--- src/rtl/pmu_cfg_arbiter.sv ---
// Round-robin arbiter for the PMU configuration write port; keeps a shadow register array.
// Optional ownership lock with idle timeout is enabled by defining PMU_CFG_ARB_LOCK_EN.
module pmu_cfg_arbiter #(
  parameter int N_REQ        = 4,
  parameter int REG_WIDTH    = 32,
  parameter int TOTAL_NREGS  = 47,
  parameter int LOCK_TIMEOUT = 16,
  localparam int AW = $clog2(TOTAL_NREGS),
  localparam int OW = (N_REQ > 1) ? $clog2(N_REQ) : 1
) (
  input  logic                         clk_i,
  input  logic                         rst_i,
  input  logic [N_REQ-1:0]             req_i,
  input  logic [N_REQ*AW-1:0]          addr_i,
  input  logic [N_REQ*REG_WIDTH-1:0]   data_i,
  input  logic [N_REQ-1:0]             lock_i,
  output logic [N_REQ-1:0]             gnt_o,
  output logic [REG_WIDTH-1:0]         regs_o [TOTAL_NREGS],
  output logic                         we_o,
  output logic                         err_o,
  output logic [OW-1:0]                owner_o
);

  logic [REG_WIDTH-1:0] r_regs [TOTAL_NREGS];
  logic                 r_we;
  logic                 r_err;
  logic [OW-1:0]        r_owner;
  logic [OW-1:0]        r_ptr;

  logic [N_REQ-1:0]     w_elig;
  logic                 w_gntValid;
  logic [OW-1:0]        w_gntIdx;
  logic [OW-1:0]        w_cand;
  logic [OW-1:0]        w_nextPtr;
  logic [AW-1:0]        w_addr;
  logic [REG_WIDTH-1:0] w_data;
  logic                 w_addrOk;

`ifdef PMU_CFG_ARB_LOCK_EN
  localparam int CW = $clog2(LOCK_TIMEOUT + 1);

  logic          r_locked;
  logic [OW-1:0] r_lockOwner;
  logic [CW-1:0] r_idle;
  logic          w_ownerReq;
  logic          w_lockTimeout;

  // While locked only the owner is eligible; everyone else waits.
  assign w_ownerReq    = req_i[r_lockOwner];
  assign w_lockTimeout = r_locked && !w_ownerReq && (r_idle == CW'(LOCK_TIMEOUT - 1));
  assign w_elig        = r_locked ? (req_i & (N_REQ'(1) << r_lockOwner)) : req_i;

  always_ff @(posedge clk_i) begin
    if (rst_i) begin
      r_locked    <= 1'b0;
      r_lockOwner <= '0;
      r_idle      <= '0;
    end else if (r_locked) begin
      if (w_gntValid) begin
        r_locked <= lock_i[w_gntIdx];
        r_idle   <= '0;
      end else if (w_ownerReq) begin
        r_idle <= '0;
      end else if (w_lockTimeout) begin
        r_locked <= 1'b0;
        r_idle   <= '0;
      end else if (r_idle != CW'(LOCK_TIMEOUT)) begin
        r_idle <= r_idle + 1'b1;
      end
    end else if (w_gntValid && lock_i[w_gntIdx]) begin
      r_locked    <= 1'b1;
      r_lockOwner <= w_gntIdx;
      r_idle      <= '0;
    end
  end
`else
  logic w_unusedLock;

  assign w_elig       = req_i;
  assign w_unusedLock = ^{lock_i, 1'(LOCK_TIMEOUT > 0)};
`endif

  // Search eligible requesters starting at the round-robin pointer.
  always_comb begin
    w_gntValid = 1'b0;
    w_gntIdx   = '0;
    w_cand     = '0;
    for (int i = 0; i < N_REQ; i++) begin
      w_cand = OW'((int'(r_ptr) + i) % N_REQ);
      if (!w_gntValid && w_elig[w_cand]) begin
        w_gntValid = 1'b1;
        w_gntIdx   = w_cand;
      end
    end
  end

  always_comb begin
    gnt_o = '0;
    if (w_gntValid && !rst_i) begin
      gnt_o[w_gntIdx] = 1'b1;
    end
  end

  assign w_nextPtr = OW'((int'(w_gntIdx) + 1) % N_REQ);
  assign w_addr    = AW'(addr_i >> (int'(w_gntIdx) * AW));
  assign w_data    = REG_WIDTH'(data_i >> (int'(w_gntIdx) * REG_WIDTH));
  assign w_addrOk  = (32'(w_addr) < 32'(TOTAL_NREGS));

  // Out-of-range writes still consume the grant but only raise the error pulse.
  always_ff @(posedge clk_i) begin
    if (rst_i) begin
      r_regs  <= '{default: '0};
      r_we    <= 1'b0;
      r_err   <= 1'b0;
      r_owner <= '0;
      r_ptr   <= '0;
    end else begin
      r_we  <= 1'b0;
      r_err <= 1'b0;
      if (w_gntValid) begin
        r_ptr   <= w_nextPtr;
        r_owner <= w_gntIdx;
        if (w_addrOk) begin
          r_regs[w_addr] <= w_data;
          r_we           <= 1'b1;
        end else begin
          r_err <= 1'b1;
        end
      end
`ifdef PMU_CFG_ARB_LOCK_EN
      else if (w_lockTimeout) begin
        r_ptr <= OW'((int'(r_lockOwner) + 1) % N_REQ);
      end
`endif
    end
  end

  assign regs_o  = r_regs;
  assign we_o    = r_we;
  assign err_o   = r_err;
  assign owner_o = r_owner;

endmodule

--- config.mk ---
export PLATFORM = sky130hd
export DESIGN_NAME = pmu_cfg_arbiter
export DESIGN_NICKNAME = d
export VERILOG_FILES = /design/src/rtl/pmu_cfg_arbiter.sv
export SDC_FILE = /design/constraint.sdc
export NUM_CORES = 2
export LEC_CHECK = 0
export BUFFER_PORTS_ARGS = -buffer_cell sky130_fd_sc_hd__buf_2
export CORE_AREA = 2 2 662 664
export CTS_CLUSTER_DIAMETER = 120
export CTS_CLUSTER_SIZE = 10
export DETAILED_ROUTE_END_ITERATION = 16
export DIE_AREA = 0 0 664 666
export GPL_ROUTABILITY_DRIVEN = 1
export HOLD_SLACK_MARGIN = 0.08
export PLACE_DENSITY = 0.35
export SLEW_MARGIN = 20
export SYNTH_ARGS = -nofsm -noshare
export SYNTH_HDL_FRONTEND = slang
export SYNTH_SLANG_ARGS = --single-unit
--- constraint.sdc ---
create_clock -name clk_i -period 7.05 [get_ports clk_i]
set_clock_uncertainty 0.15 [all_clocks]
set_input_delay 0.705 -clock clk_i [delete_from_list [all_inputs] [get_ports clk_i]]
set_output_delay 0.705 -clock clk_i [all_outputs]
set_load 0.05 [all_outputs]
==> results.md <==
* Run status: completed
* Setup Buffers After CTS at 0
* Number of cells upsized or downsized after cts at 0
* Maxcap violations at 0
* Placed insts at 12414
* Register area share after synthesis at 51.5%
* Clock sinks at 1510
* Antenna-violating nets left at 0
* EDFF count, synth at 0
* DRC violations left at 0
* Final-report max-slew violation count at 0
* Final-report hold violation count at 0
* Global-route congestion overflow total at 0
* Final min period at 5030 ps
* H-tree levels at 4
* Number of antenna violations at the first check in global routing at 46
* Fill cells at 48472
* Crit start category: flop
* Routed wire per std cell at 25.1 microns
* Async set or reset register ratio after synthesis at 0%
* Final Cycle Share at 71.3%
* R2r worst-path depth at 9
* IO Count at 1674
* Crit Path Max Fanout at 50
* Setup Viol. Count Final at 0
* Detailed placer's ending HPWL at roughly 220000 microns
* Startpoint of the most critical register-to-register path: r_ptr[0]$_SDFFE_PP0N_
* Slew at the pin closest to its max-slew limit at 1060 ps
* Fmax achieved at 199 MHz
* Clock latency of the later-clocked register in the worst-skew pair at 830 ps
* Initial Util at 13.5%
* CTS tree: done
* Endpoint class of the critical path: output port
* Relative slew margins at 29.4%
* Power density of the placed cells at a little under 300 nW/um^2
* Die ar. at 442000 sq um
* Top FF cell, synth: sky130_fd_sc_hd__dfxtp_1
* All-layer global routing usage at 13.7%
* Share of power burned in the clock network at between 30% and 40%
* Hold Buf Count CTS at 0
* Number of nets in the layout at 7003
* Leakage power figure at 42.0 nW
* Iter 0 DRT Violations at about 2500
* Internal power at ~0.015 W
* Proportion of layout cells with a drive suffix above 1 at 30.4%
* Worst Setup Slack, final at 2020 ps
* Area occupied by registers at between 30000 and 40000 sq um
* Switching pwr at 0.00827 W
* Largest net degree at the start of global routing at 223
* Cell area after layout at 78400 sq um
* Post-placement setup slack at about 1300 ps
* Number of flip-flops and latches in the synthesized netlist at 1510
* Register share of total power at 39.6%
* Die boundary width at about 660 microns
* Data required time of the critical path at 6190 ps
* Logic pwr share at 23.8%
* Ys Warns at 0
* Total via count after detailed routing at 44659
* Slack of the worst reg-to-reg path at 2040 ps
* Routed vias/inst at 3.54
* Length of the first detailed-routing pass in iterations at 5
* Hold-critical path endpoint: regs_o[141]$_SDFFE_PP0P_
* Tightest Hold Check Type: input port to flop
* First-pass GRT wire length at between 400000 and 500000 microns
* IO buf count at 1669
* Synthesized netlist cell count at 5369
* Area of combinational cells with multiple inputs at between 20000 and 30000 sq um
* Mapped cell area at 58700 sq um
* Worst EP arrival at around 4200 ps
* Hold wc startpoint: data_i[45]
* Vias in the first global route at 44875
* Area grow syn2layout at 33.5%
* Worst-path clk slew at 70 ps
* Clock tree root driver cell: sky130_fd_sc_hd__clkbuf_16
* Worst voltage drop across the vdd grid at around 0.00016 V
* Core region area at approximately 440000 sq um
* Type of the worst setup path: flop to output port
* Count of different cell masters after synthesis at 37
* CTS buffer count at 177
* Total cell area at the placement stage at 73600 sq um
* Mean instance size in the synthesized netlist at 10.9 sq um
* Number of cells on the worst hold path at 4
* Row cnt at 243
* Chip height at roughly 670 microns
* R2r endpoint: regs_o[326]$_SDFFE_PP0P_
* Maximum buffer depth of the clock tree at 4
* Total chip power at approximately 0.023 W
* Unrepaired setup endpoints after global routing: false
* Switching power share of the total at 36.2%
* Syn_nets at 5535
* Number of standard cells in the final layout excluding fillers at 12621
* Overall routed net length at approximately 320000 microns
* Global placement routability congestion at 0.815
* Beginning of the critical path: r_ptr[0]$_SDFFE_PP0N_
* Setup TNS after final layout at 0 ps
## Yosys cell counts (6+ instances only)
cell type / number / area share [%]
sky130_fd_sc_hd__dfxtp_1: 1510 / 52
sky130_fd_sc_hd__nand2b_1: 1504 / 16
sky130_fd_sc_hd__nand3_1: 15 / 0.13
sky130_fd_sc_hd__a211oi_2: 6 / 0.13
sky130_fd_sc_hd__and3_1: 37 / 0.39
sky130_fd_sc_hd__mux2i_1: 1505 / 26
sky130_fd_sc_hd__buf_1: 16 / 0.10
sky130_fd_sc_hd__nor4_1: 7 / 0.075
sky130_fd_sc_hd__buf_2: 146 / 1.2
sky130_fd_sc_hd__nand2_1: 186 / 1.2
sky130_fd_sc_hd__a311o_1: 32 / 0.55
sky130_fd_sc_hd__clkbuf_1: 342 / 2.2
## placed cells by master, fill, tap and decap left out, types with 2 or more instances in the layout
cell type and n:
sky130_fd_sc_hd__diode_2 8, sky130_fd_sc_hd__nand3_1 15, sky130_fd_sc_hd__nand2_4 15, sky130_fd_sc_hd__nand2b_1 1504, sky130_fd_sc_hd__a32oi_1 5, sky130_fd_sc_hd__inv_16 4, sky130_fd_sc_hd__buf_4 108, sky130_fd_sc_hd__buf_12 13
sky130_fd_sc_hd__dfxtp_1 1510, sky130_fd_sc_hd__o21ai_0 5, sky130_fd_sc_hd__nand2_2 34, sky130_fd_sc_hd__mux2i_1 1505, sky130_fd_sc_hd__ha_1 4, sky130_fd_sc_hd__nor2_1 4, sky130_fd_sc_hd__a311o_2 32, sky130_fd_sc_hd__nor3b_1 5
sky130_fd_sc_hd__a211oi_4 5, sky130_fd_sc_hd__a21oi_1 3, sky130_fd_sc_hd__nor4_1 6, sky130_fd_sc_hd__and2_1 4, sky130_fd_sc_hd__nand2_1 137, sky130_fd_sc_hd__a32o_1 4, sky130_fd_sc_hd__buf_2 1669, sky130_fd_sc_hd__clkinv_4 3
sky130_fd_sc_hd__nor2b_1 4, sky130_fd_sc_hd__clkbuf_16 179, sky130_fd_sc_hd__inv_2 2, sky130_fd_sc_hd__a221oi_1 5, sky130_fd_sc_hd__o21ai_1 3, sky130_fd_sc_hd__a211o_1 2, sky130_fd_sc_hd__and3_1 37, sky130_fd_sc_hd__nor3_4 3
sky130_fd_sc_hd__inv_6 6
## flip-flops by register name, summed over array words and instances (netlist names)
name and flops:
owner_o 2, r_ptr 2, regs_o 1504, err_o 1
we_o 1
## per-layer routing
metal,vias up,routed length [microns],GRT usage [%]
li1,20565,-,-
met1,22167,128000,15.8
met2,1557,156000,24.0
met3,356,22800,4.00
met4,14,10500,4.50
met5,-,79,0
## worst max path at each step
| stage | slack (ps) | cells past startpoint | to |
|---|---|---|---|
| 6_report | 2020 | 8 | gnt_o[2] |
| 3_5_place_dp | 1320 | 9 | regs_o[1331]$_SDFFE_PP0P_ |
| 3_3_place_gp | 1410 | 9 | regs_o[1331]$_SDFFE_PP0P_ |
| 2_1_floorplan | 3470 | 8 | gnt_o[1] |
| 4_1_cts | 1770 | 9 | regs_o[1331]$_SDFFE_PP0P_ |
| 5_1_grt | 1600 | 8 | gnt_o[2] |
## area by class of cell
type / instances / share of cell area [%]
diodes: 8 / 0.0255
clock buffers: 181 / 5.74
clock inverters: 17 / 0.307
inverters: 2 / 0.00958
multi-input cells: 3353 / 34.1
flip-flops and latches: 1510 / 38.6
well taps: 5757 / 9.19
repair buffers: 1793 / 12.1
## metrics by stage
step | hold slack (ps) | utilization, %
global route | 164 | 18.0
floorplan | 321 | -
global placement | 298 | 16.9
finish | 216 | 18.0
detailed placement | 300 | 16.9
CTS | 102 | 18.0
## cells by family (layout without fill, tap and decap cells)
kind of cell | count (synthesis) | count (layout) | synth area share (%)
buffers and inverters | 506 | 1993 | 3.55
muxes | 1505 | 1505 | 25.7
other | 0 | 8 | 0
DFF | 1510 | 1510 | 51.5
AOI/OAI and AO/OA | 70 | 70 | 1.08
and+or+nand+nor | 1774 | 1774 | 18.1
adders and majority gates | 4 | 4 | 0.0853
## critical path: stages, from the launching register on
cell and delay, ps:
sky130_fd_sc_hd__dfxtp_1 330, sky130_fd_sc_hd__nor2b_1 460, sky130_fd_sc_hd__or4b_1 460, sky130_fd_sc_hd__nand2_2 380
sky130_fd_sc_hd__inv_2 720, sky130_fd_sc_hd__buf_4 360, sky130_fd_sc_hd__ha_1 170, sky130_fd_sc_hd__and2_1 130
sky130_fd_sc_hd__buf_2 280
## power by group through the flow
stage	clock network, W	logic (W)	registers (W)
finish	0.00836	0.00545	0.00906
floorplan	0	0.00173	0.0104
global route	0.00900	0.00574	0.00910
CTS	0.00873	0.00572	0.00906
global placement	0	0.00568	0.00923
detailed placement	0	0.00570	0.00924
Power figures use the tool's default switching activity.
